--- config.mk ---
export PLATFORM = sky130hd
export DESIGN_NAME = ad80305_rx_if_ddr_lvcmos_deframer_flat
export DESIGN_NICKNAME = d
export VERILOG_FILES = /design/src/rtl/ad80305_rx_if_ddr_lvcmos_deframer_if.sv /design/src/rtl/ad80305_rx_if_ddr_lvcmos_deframer.sv /design/src/flat_wrapper.sv
export SDC_FILE = /design/constraint.sdc
export NUM_CORES = 1
export LEC_CHECK = 0
export ABC_AREA = 1
export BUFFER_PORTS_ARGS = -buffer_cell sky130_fd_sc_hd__buf_2
export CORE_MARGIN = 5
export CORE_UTILIZATION = 55
export DETAILED_ROUTE_END_ITERATION = 8
export PLACE_DENSITY_LB_ADDON = 0.3
export SETUP_SLACK_MARGIN = 0.05
export SLEW_MARGIN = 20
export SYNTH_ARGS = -nofsm -noshare
export SYNTH_HDL_FRONTEND = slang
export SYNTH_SLANG_ARGS = --single-unit
--- constraint.sdc ---
create_clock -name i_fpga_clk -period 2 [get_ports i_fpga_clk]
set_input_delay 0.1 -clock i_fpga_clk [delete_from_list [all_inputs] [get_ports i_fpga_clk]]
set_output_delay 0.1 -clock i_fpga_clk [all_outputs]
set_load 0.02 [all_outputs]
--- src/rtl/ad80305_rx_if_ddr_lvcmos_deframer_if.sv ---
// Bus bundle between the IDDR capture stage and the AD80305 RX deframer.
// The master side drives the captured words/frame bits; the deframer (slave) drives samples and status.
interface ad80305_rx_if_ddr_lvcmos_deframer_if #(
    parameter int DW = 12
);
    logic [DW-1:0] i_rx_data_h;
    logic [DW-1:0] i_rx_data_l;
    logic          i_rx_frame_h;
    logic          i_rx_frame_l;
    logic          i_err_clr;
    logic [DW-1:0] o_rx_idata;
    logic [DW-1:0] o_rx_qdata;
    logic          o_rx_iqdata_fp;
    logic          o_lock;
    logic          o_align_shift;
    logic [15:0]   o_frame_err_cnt;

    modport master (
        output i_rx_data_h, i_rx_data_l, i_rx_frame_h, i_rx_frame_l, i_err_clr,
        input  o_rx_idata, o_rx_qdata, o_rx_iqdata_fp, o_lock, o_align_shift, o_frame_err_cnt
    );

    modport slave (
        input  i_rx_data_h, i_rx_data_l, i_rx_frame_h, i_rx_frame_l, i_err_clr,
        output o_rx_idata, o_rx_qdata, o_rx_iqdata_fp, o_lock, o_align_shift, o_frame_err_cnt
    );
endinterface

--- src/rtl/ad80305_rx_if_ddr_lvcmos_deframer.sv ---
// AD80305 DDR LVCMOS RX deframer: locks to RX_FRAME (NORMAL/SHIFTED) and emits one I/Q pair per clock.
// Latency 2 clocks input to sample; no backpressure, the consumer must take every strobed sample.
module ad80305_rx_if_ddr_lvcmos_deframer #(
    parameter int DW         = 12,
    parameter int LOCK_CNT   = 8,
    parameter int UNLOCK_CNT = 4,
    parameter int SWAP_IQ    = 0
) (
    input  logic                                   i_fpga_clk,
    input  logic                                   i_fpga_rst,
    ad80305_rx_if_ddr_lvcmos_deframer_if.slave     rx
);
    typedef enum logic [1:0] {SEARCH, CHECK, LOCKED} state_t;

    localparam logic [7:0] LOCK_THR   = 8'(LOCK_CNT);
    localparam logic [7:0] UNLOCK_THR = 8'(UNLOCK_CNT);
    localparam bit         SWAP       = (SWAP_IQ != 0);

    logic [DW-1:0] r_h, r_l, r_l_d;
    logic          r_fh, r_fl;

    state_t        state, state_n;
    logic [7:0]    good_cnt, good_n;
    logic [7:0]    bad_cnt, bad_n;
    logic          r_mode, mode_n;
    logic          load, err_inc;

    logic [DW-1:0] idata_q, qdata_q;
    logic          fp_q;
    logic [15:0]   err_q;

    always_ff @(posedge i_fpga_clk) begin
        if (i_fpga_rst) begin
            r_h   <= '0;
            r_l   <= '0;
            r_l_d <= '0;
            r_fh  <= 1'b0;
            r_fl  <= 1'b0;
        end else begin
            r_h   <= rx.i_rx_data_h;
            r_l   <= rx.i_rx_data_l;
            r_l_d <= r_l;
            r_fh  <= rx.i_rx_frame_h;
            r_fl  <= rx.i_rx_frame_l;
        end
    end

    // Only 10 and 01 are legal; the low bit alone then names the mode (1 = SHIFTED).
    logic p_valid, p_mode, p_match;
    assign p_valid = r_fh ^ r_fl;
    assign p_mode  = r_fl;
    assign p_match = p_valid && (p_mode == r_mode);

    always_ff @(posedge i_fpga_clk) begin
        if (i_fpga_rst) begin
            state    <= SEARCH;
            good_cnt <= '0;
            bad_cnt  <= '0;
            r_mode   <= 1'b0;
        end else begin
            state    <= state_n;
            good_cnt <= good_n;
            bad_cnt  <= bad_n;
            r_mode   <= mode_n;
        end
    end

    always_comb begin
        state_n = state;
        good_n  = good_cnt;
        bad_n   = bad_cnt;
        mode_n  = r_mode;
        load    = 1'b0;
        err_inc = 1'b0;
        case (state)
            SEARCH: begin
                if (p_valid) begin
                    mode_n = p_mode;
                    good_n = 8'd1;
                    if (LOCK_THR == 8'd1) begin
                        state_n = LOCKED;
                        bad_n   = '0;
                    end else begin
                        state_n = CHECK;
                    end
                end
            end
            CHECK: begin
                if (p_match) begin
                    good_n = good_cnt + 8'd1;
                    if ((good_cnt + 8'd1) == LOCK_THR) begin
                        state_n = LOCKED;
                        bad_n   = '0;
                    end
                end else if (p_valid) begin
                    mode_n = p_mode;
                    good_n = 8'd1;
                end else begin
                    state_n = SEARCH;
                    good_n  = '0;
                end
            end
            LOCKED: begin
                if (p_match) begin
                    bad_n = '0;
                    load  = 1'b1;
                end else begin
                    // The opposite valid mode is an error too: realignment only through SEARCH.
                    err_inc = 1'b1;
                    bad_n   = bad_cnt + 8'd1;
                    if ((bad_cnt + 8'd1) == UNLOCK_THR) begin
                        state_n = SEARCH;
                        good_n  = '0;
                        bad_n   = '0;
                    end
                end
            end
            default: begin
                state_n = SEARCH;
                good_n  = '0;
                bad_n   = '0;
            end
        endcase
    end

    // SHIFTED pairs the previous falling-edge word with the current rising-edge word.
    logic [DW-1:0] s_i, s_q;
    assign s_i = r_mode ? r_l_d : r_h;
    assign s_q = r_mode ? r_h   : r_l;

    always_ff @(posedge i_fpga_clk) begin
        if (i_fpga_rst) begin
            idata_q <= '0;
            qdata_q <= '0;
            fp_q    <= 1'b0;
            err_q   <= '0;
        end else begin
            fp_q <= load;
            if (load) begin
                idata_q <= SWAP ? s_q : s_i;
                qdata_q <= SWAP ? s_i : s_q;
            end
            if (rx.i_err_clr) begin
                err_q <= '0;
            end else if (err_inc && (err_q != 16'hFFFF)) begin
                err_q <= err_q + 16'd1;
            end
        end
    end

    assign rx.o_rx_idata      = idata_q;
    assign rx.o_rx_qdata      = qdata_q;
    assign rx.o_rx_iqdata_fp  = fp_q;
    assign rx.o_lock          = (state == LOCKED);
    assign rx.o_align_shift   = r_mode;
    assign rx.o_frame_err_cnt = err_q;
endmodule

--- src/flat_wrapper.sv ---
// flat-port wrapper written by rule: the top's interface ports become plain ports
module ad80305_rx_if_ddr_lvcmos_deframer_flat 
#(
    parameter int DW         = 12,
    parameter int LOCK_CNT   = 8,
    parameter int UNLOCK_CNT = 4,
    parameter int SWAP_IQ    = 0
)
  (i_fpga_clk, i_fpga_rst, rx_i_rx_data_h, rx_i_rx_data_l, rx_i_rx_frame_h, rx_i_rx_frame_l, rx_i_err_clr, rx_o_rx_idata, rx_o_rx_qdata, rx_o_rx_iqdata_fp, rx_o_lock, rx_o_align_shift, rx_o_frame_err_cnt);
  ad80305_rx_if_ddr_lvcmos_deframer_if #(.DW(DW)) rx_i ();
  input  logic i_fpga_clk;
  input  logic i_fpga_rst;
  input wire logic [$bits(rx_i.i_rx_data_h)-1:0] rx_i_rx_data_h;
  input wire logic [$bits(rx_i.i_rx_data_l)-1:0] rx_i_rx_data_l;
  input wire logic [$bits(rx_i.i_rx_frame_h)-1:0] rx_i_rx_frame_h;
  input wire logic [$bits(rx_i.i_rx_frame_l)-1:0] rx_i_rx_frame_l;
  input wire logic [$bits(rx_i.i_err_clr)-1:0] rx_i_err_clr;
  output wire logic [$bits(rx_i.o_rx_idata)-1:0] rx_o_rx_idata;
  output wire logic [$bits(rx_i.o_rx_qdata)-1:0] rx_o_rx_qdata;
  output wire logic [$bits(rx_i.o_rx_iqdata_fp)-1:0] rx_o_rx_iqdata_fp;
  output wire logic [$bits(rx_i.o_lock)-1:0] rx_o_lock;
  output wire logic [$bits(rx_i.o_align_shift)-1:0] rx_o_align_shift;
  output wire logic [$bits(rx_i.o_frame_err_cnt)-1:0] rx_o_frame_err_cnt;
  assign rx_i.i_rx_data_h = rx_i_rx_data_h;
  assign rx_i.i_rx_data_l = rx_i_rx_data_l;
  assign rx_i.i_rx_frame_h = rx_i_rx_frame_h;
  assign rx_i.i_rx_frame_l = rx_i_rx_frame_l;
  assign rx_i.i_err_clr = rx_i_err_clr;
  assign rx_o_rx_idata = rx_i.o_rx_idata;
  assign rx_o_rx_qdata = rx_i.o_rx_qdata;
  assign rx_o_rx_iqdata_fp = rx_i.o_rx_iqdata_fp;
  assign rx_o_lock = rx_i.o_lock;
  assign rx_o_align_shift = rx_i.o_align_shift;
  assign rx_o_frame_err_cnt = rx_i.o_frame_err_cnt;
  ad80305_rx_if_ddr_lvcmos_deframer #(.DW(DW), .LOCK_CNT(LOCK_CNT), .UNLOCK_CNT(UNLOCK_CNT), .SWAP_IQ(SWAP_IQ)) u_core (.i_fpga_clk(i_fpga_clk), .i_fpga_rst(i_fpga_rst), .rx(rx_i));
endmodule
==> qor.yml <==
hp-class: "primary input to flip-flop"
power_density_mw_per_mm2: 727
cts-root-buf: "clkbuf_8"
dieArea_mm2: 0.00922
worstMarginPinSlew_ns: 0.431
vias: 3669
num_rows: 31
endpoint_kind: "flip-flop"
die_w_um: 96.0
fin_nets: 676
clock_path_buffers: 2
drive_gt1_frac: 0.187
grt_pass1_wl_mm: 15.1
die_height_um: 96.0
worstSkewPairLatency_ns: 0.37
finClkSkew_ns: 0.00810
grt_overflow_total: 0
start_kind: "flip-flop"
cts_buffers: 9
arrival_ns: 2.00
yosysSeqAreaShare: 0.482
drt_iter0_drc: 214
synth_nets: 578
portBuffers: 71
vias_per_cell: 4.92
wl_per_cell_um: 12.4
gp_congestion: 0.850
max_freq_mhz: 569
grt_pass1_vias: 3505
status: "completed"
core-area_mm2: 0.00721
slowest_delay_ns: 0.39
drt.antenna.violating_nets: 0
dp_hpwl_mm: 6.31
postRouteWirelength_mm: 9.27
area_growth_pct: 23.7
grt_max_degree: 40
grt_setup_unrepaired: "yes"
synth-seq-cells: 98
antenna_found_initial: 0
drc: 0
cp_cell_sequence: "ha_2, nand3_1, o21ai_0, nand2_1, nor2_1, nand4_1, nand2_1, inv_1, nand2_1, a21oi_1"
drv_cap: 0
netlist_area_mm2: 0.00407
period_share: 0.879
slew_viol_final: 0
synth_area_leaders: "dfxtp_1, nand2_1, a21oi_1"
path_clk_slew_ns: 0.10
cp.required_ns: 2.24
dr.pass1.iters: 4
crit_path_frequent_cell: "nand2_1"
yosysUniqueCellTypes: 28
period_minus_slack_ns: 1.76
diodes: 0
htree_levels: 3
synth.avg_cell_area_um2: 7.48
ir_drop_uv: 504
hold_viol_final: 0
cpMaxStageDelayCell: "dfxtp_2"
grt_use_total: 0.206
synth_warnings: 0
slew_headroom: 0.713
synth_top_area_cell: "dfxtp_1"
setup_tns_ns: 0
setup_viol: 0
p_leak_nw: 2.22
start_util: 0.564
critPathKind: "flip-flop to flip-flop"
whs_ns: 0.0499
synth_top_area_frac: 0.482
syn_inst: 544
ioPinCount: 72
cts_tree: "done"
path_max_fanout: 8
cts_sinks: 98
-- final timing paths --
kind	start	end	slack, ns	cells after the start
setup reg to reg	u_core.good_cnt[1]$_SDFFE_PP0P_	u_core.bad_cnt[7]$_SDFFE_PP0P_	0.24	10
hold / removal	rx_i_err_clr	u_core.rx.o_frame_err_cnt[4]$_SDFFE_PP0P_	0.05	4
hold reg to reg	u_core.r_l[5]$_SDFF_PP0_	u_core.r_l_d[5]$_SDFF_PP0_	0.42	2
setup / recovery	u_core.good_cnt[1]$_SDFFE_PP0P_	u_core.bad_cnt[7]$_SDFFE_PP0P_	0.24	10
-- layout by cell type (no fill, tap or decap), types with 4 or more instances in the layout --
cell | netlist | layout
a21oi_1 | 58 | 56
buf_2 | 2 | 71
buf_4 | 1 | 9
clkbuf_8 | 0 | 10
dfxtp_1 | 98 | 93
dfxtp_2 | 0 | 5
dlygate4sd3_1 | 0 | 26
ha_1 | 5 | 4
inv_1 | 69 | 69
mux2i_1 | 12 | 12
nand2_1 | 103 | 102
nand3_1 | 37 | 36
nand4_1 | 4 | 4
nor2_1 | 71 | 71
nor3_1 | 4 | 4
o21ai_0 | 40 | 38
-- worst max-delay path, delay by kind of cell, from the launching register on --
kind	cells	cell delay, ns
AOI/OAI and AO/OA	2	0.25
adders and majority gates	1	0.22
buffers and inverters	1	0.12
DFF	1	0.39
and+or+nand+nor	6	0.65
-- where the power goes --
group / total (mW) / switching [mW] / internal [mW]
Combinational: 0.362 / 0.213 / 0.149
Sequential: 2.05 / 0.0374 / 2.01
Clock: 1.25 / 0.737 / 0.514
-- kinds of logic after synthesis --
kind of cell / share of synthesized area
AO/OA/AOI/OAI: 0.123
XOR/XNOR: 0.0151
multiplexers: 0.0295
buffers and inverters: 0.0845
AND/OR/NAND/NOR: 0.251
flip-flops: 0.482
adder cells (fa/ha/maj): 0.0154
-- state kept, by name, indices dropped and copies added, names as in the netlist --
register                   count
u_core.r_h                    12
u_core.state                   2
u_core.r_l_d                  12
u_core.rx.o_rx_qdata          12
u_core.r_l                    12
u_core.rx.o_rx_iqdata_fp       1
u_core.good_cnt                8
u_core.rx.o_frame_err_cnt     16
u_core.rx.o_rx_idata          12
u_core.bad_cnt                 8
u_core.p_mode                  1
u_core.r_fh                    1
u_core.rx.o_align_shift        1
-- metrics by stage --
step                      worst slack (ns)  cell area (um^2)  std cells   util  power (mW)
after global routing                0.0403              5030        746  0.698        3.81
final                                0.241              5030        746  0.698        3.66
after global placement               0.211              4530        703  0.628        2.39
after floorplan                      0.320              4070        544      -        2.30
after detailed placement             0.145              4530        703  0.628        2.40
after CTS                            0.127              4990        745  0.692        3.67
-- layer usage --
metal / part of all wire / vias up / global-route usage
li1: - / 1927 / -
met4: 0.021 / 0 / 0.0770
met1: 0.44 / 1645 / 0.257
met5: 0 / - / 0
met2: 0.49 / 82 / 0.346
met3: 0.050 / 15 / 0.0453
-- synthesized netlist by cell type --
cell type,count
nand2_1,103
clkbuf_1,12
nor2_1,71
nand2_2,2
nand4_1,4
xor2_1,3
inv_2,2
mux2i_1,12
dfxtp_1,98
nand2_4,1
ha_1,5
o21ba_2,1
buf_1,4
a21oi_1,58
o21ai_0,40
inv_1,69
nor2_2,1
nor3_4,2
nor4_1,2
buf_2,2
nor3_1,4
nor2_4,2
nor2_8,1
xnor2_1,4
nand3_1,37
and3_1,1
buf_4,1
or2_2,2
-- timing repair --
item                                    in CTS  in global routing
endpoints found under the setup margin       0                 29
hold endpoints to repair                    26                  0
hold buffers                                26                  0
setup buffers                                0                  1
gates resized for setup                      0                 14
-- final cells by class --
type,count,area (um^2)
fillers,614,2180
flip-flops and latches,98,1970
multi-input cells,356,1790
repair buffers,106,683
inverters,71,267
clock buffers,10,138
well taps,99,124
clock inverters,6,61.3
Note: power is estimated with default switching activity, not from simulation.
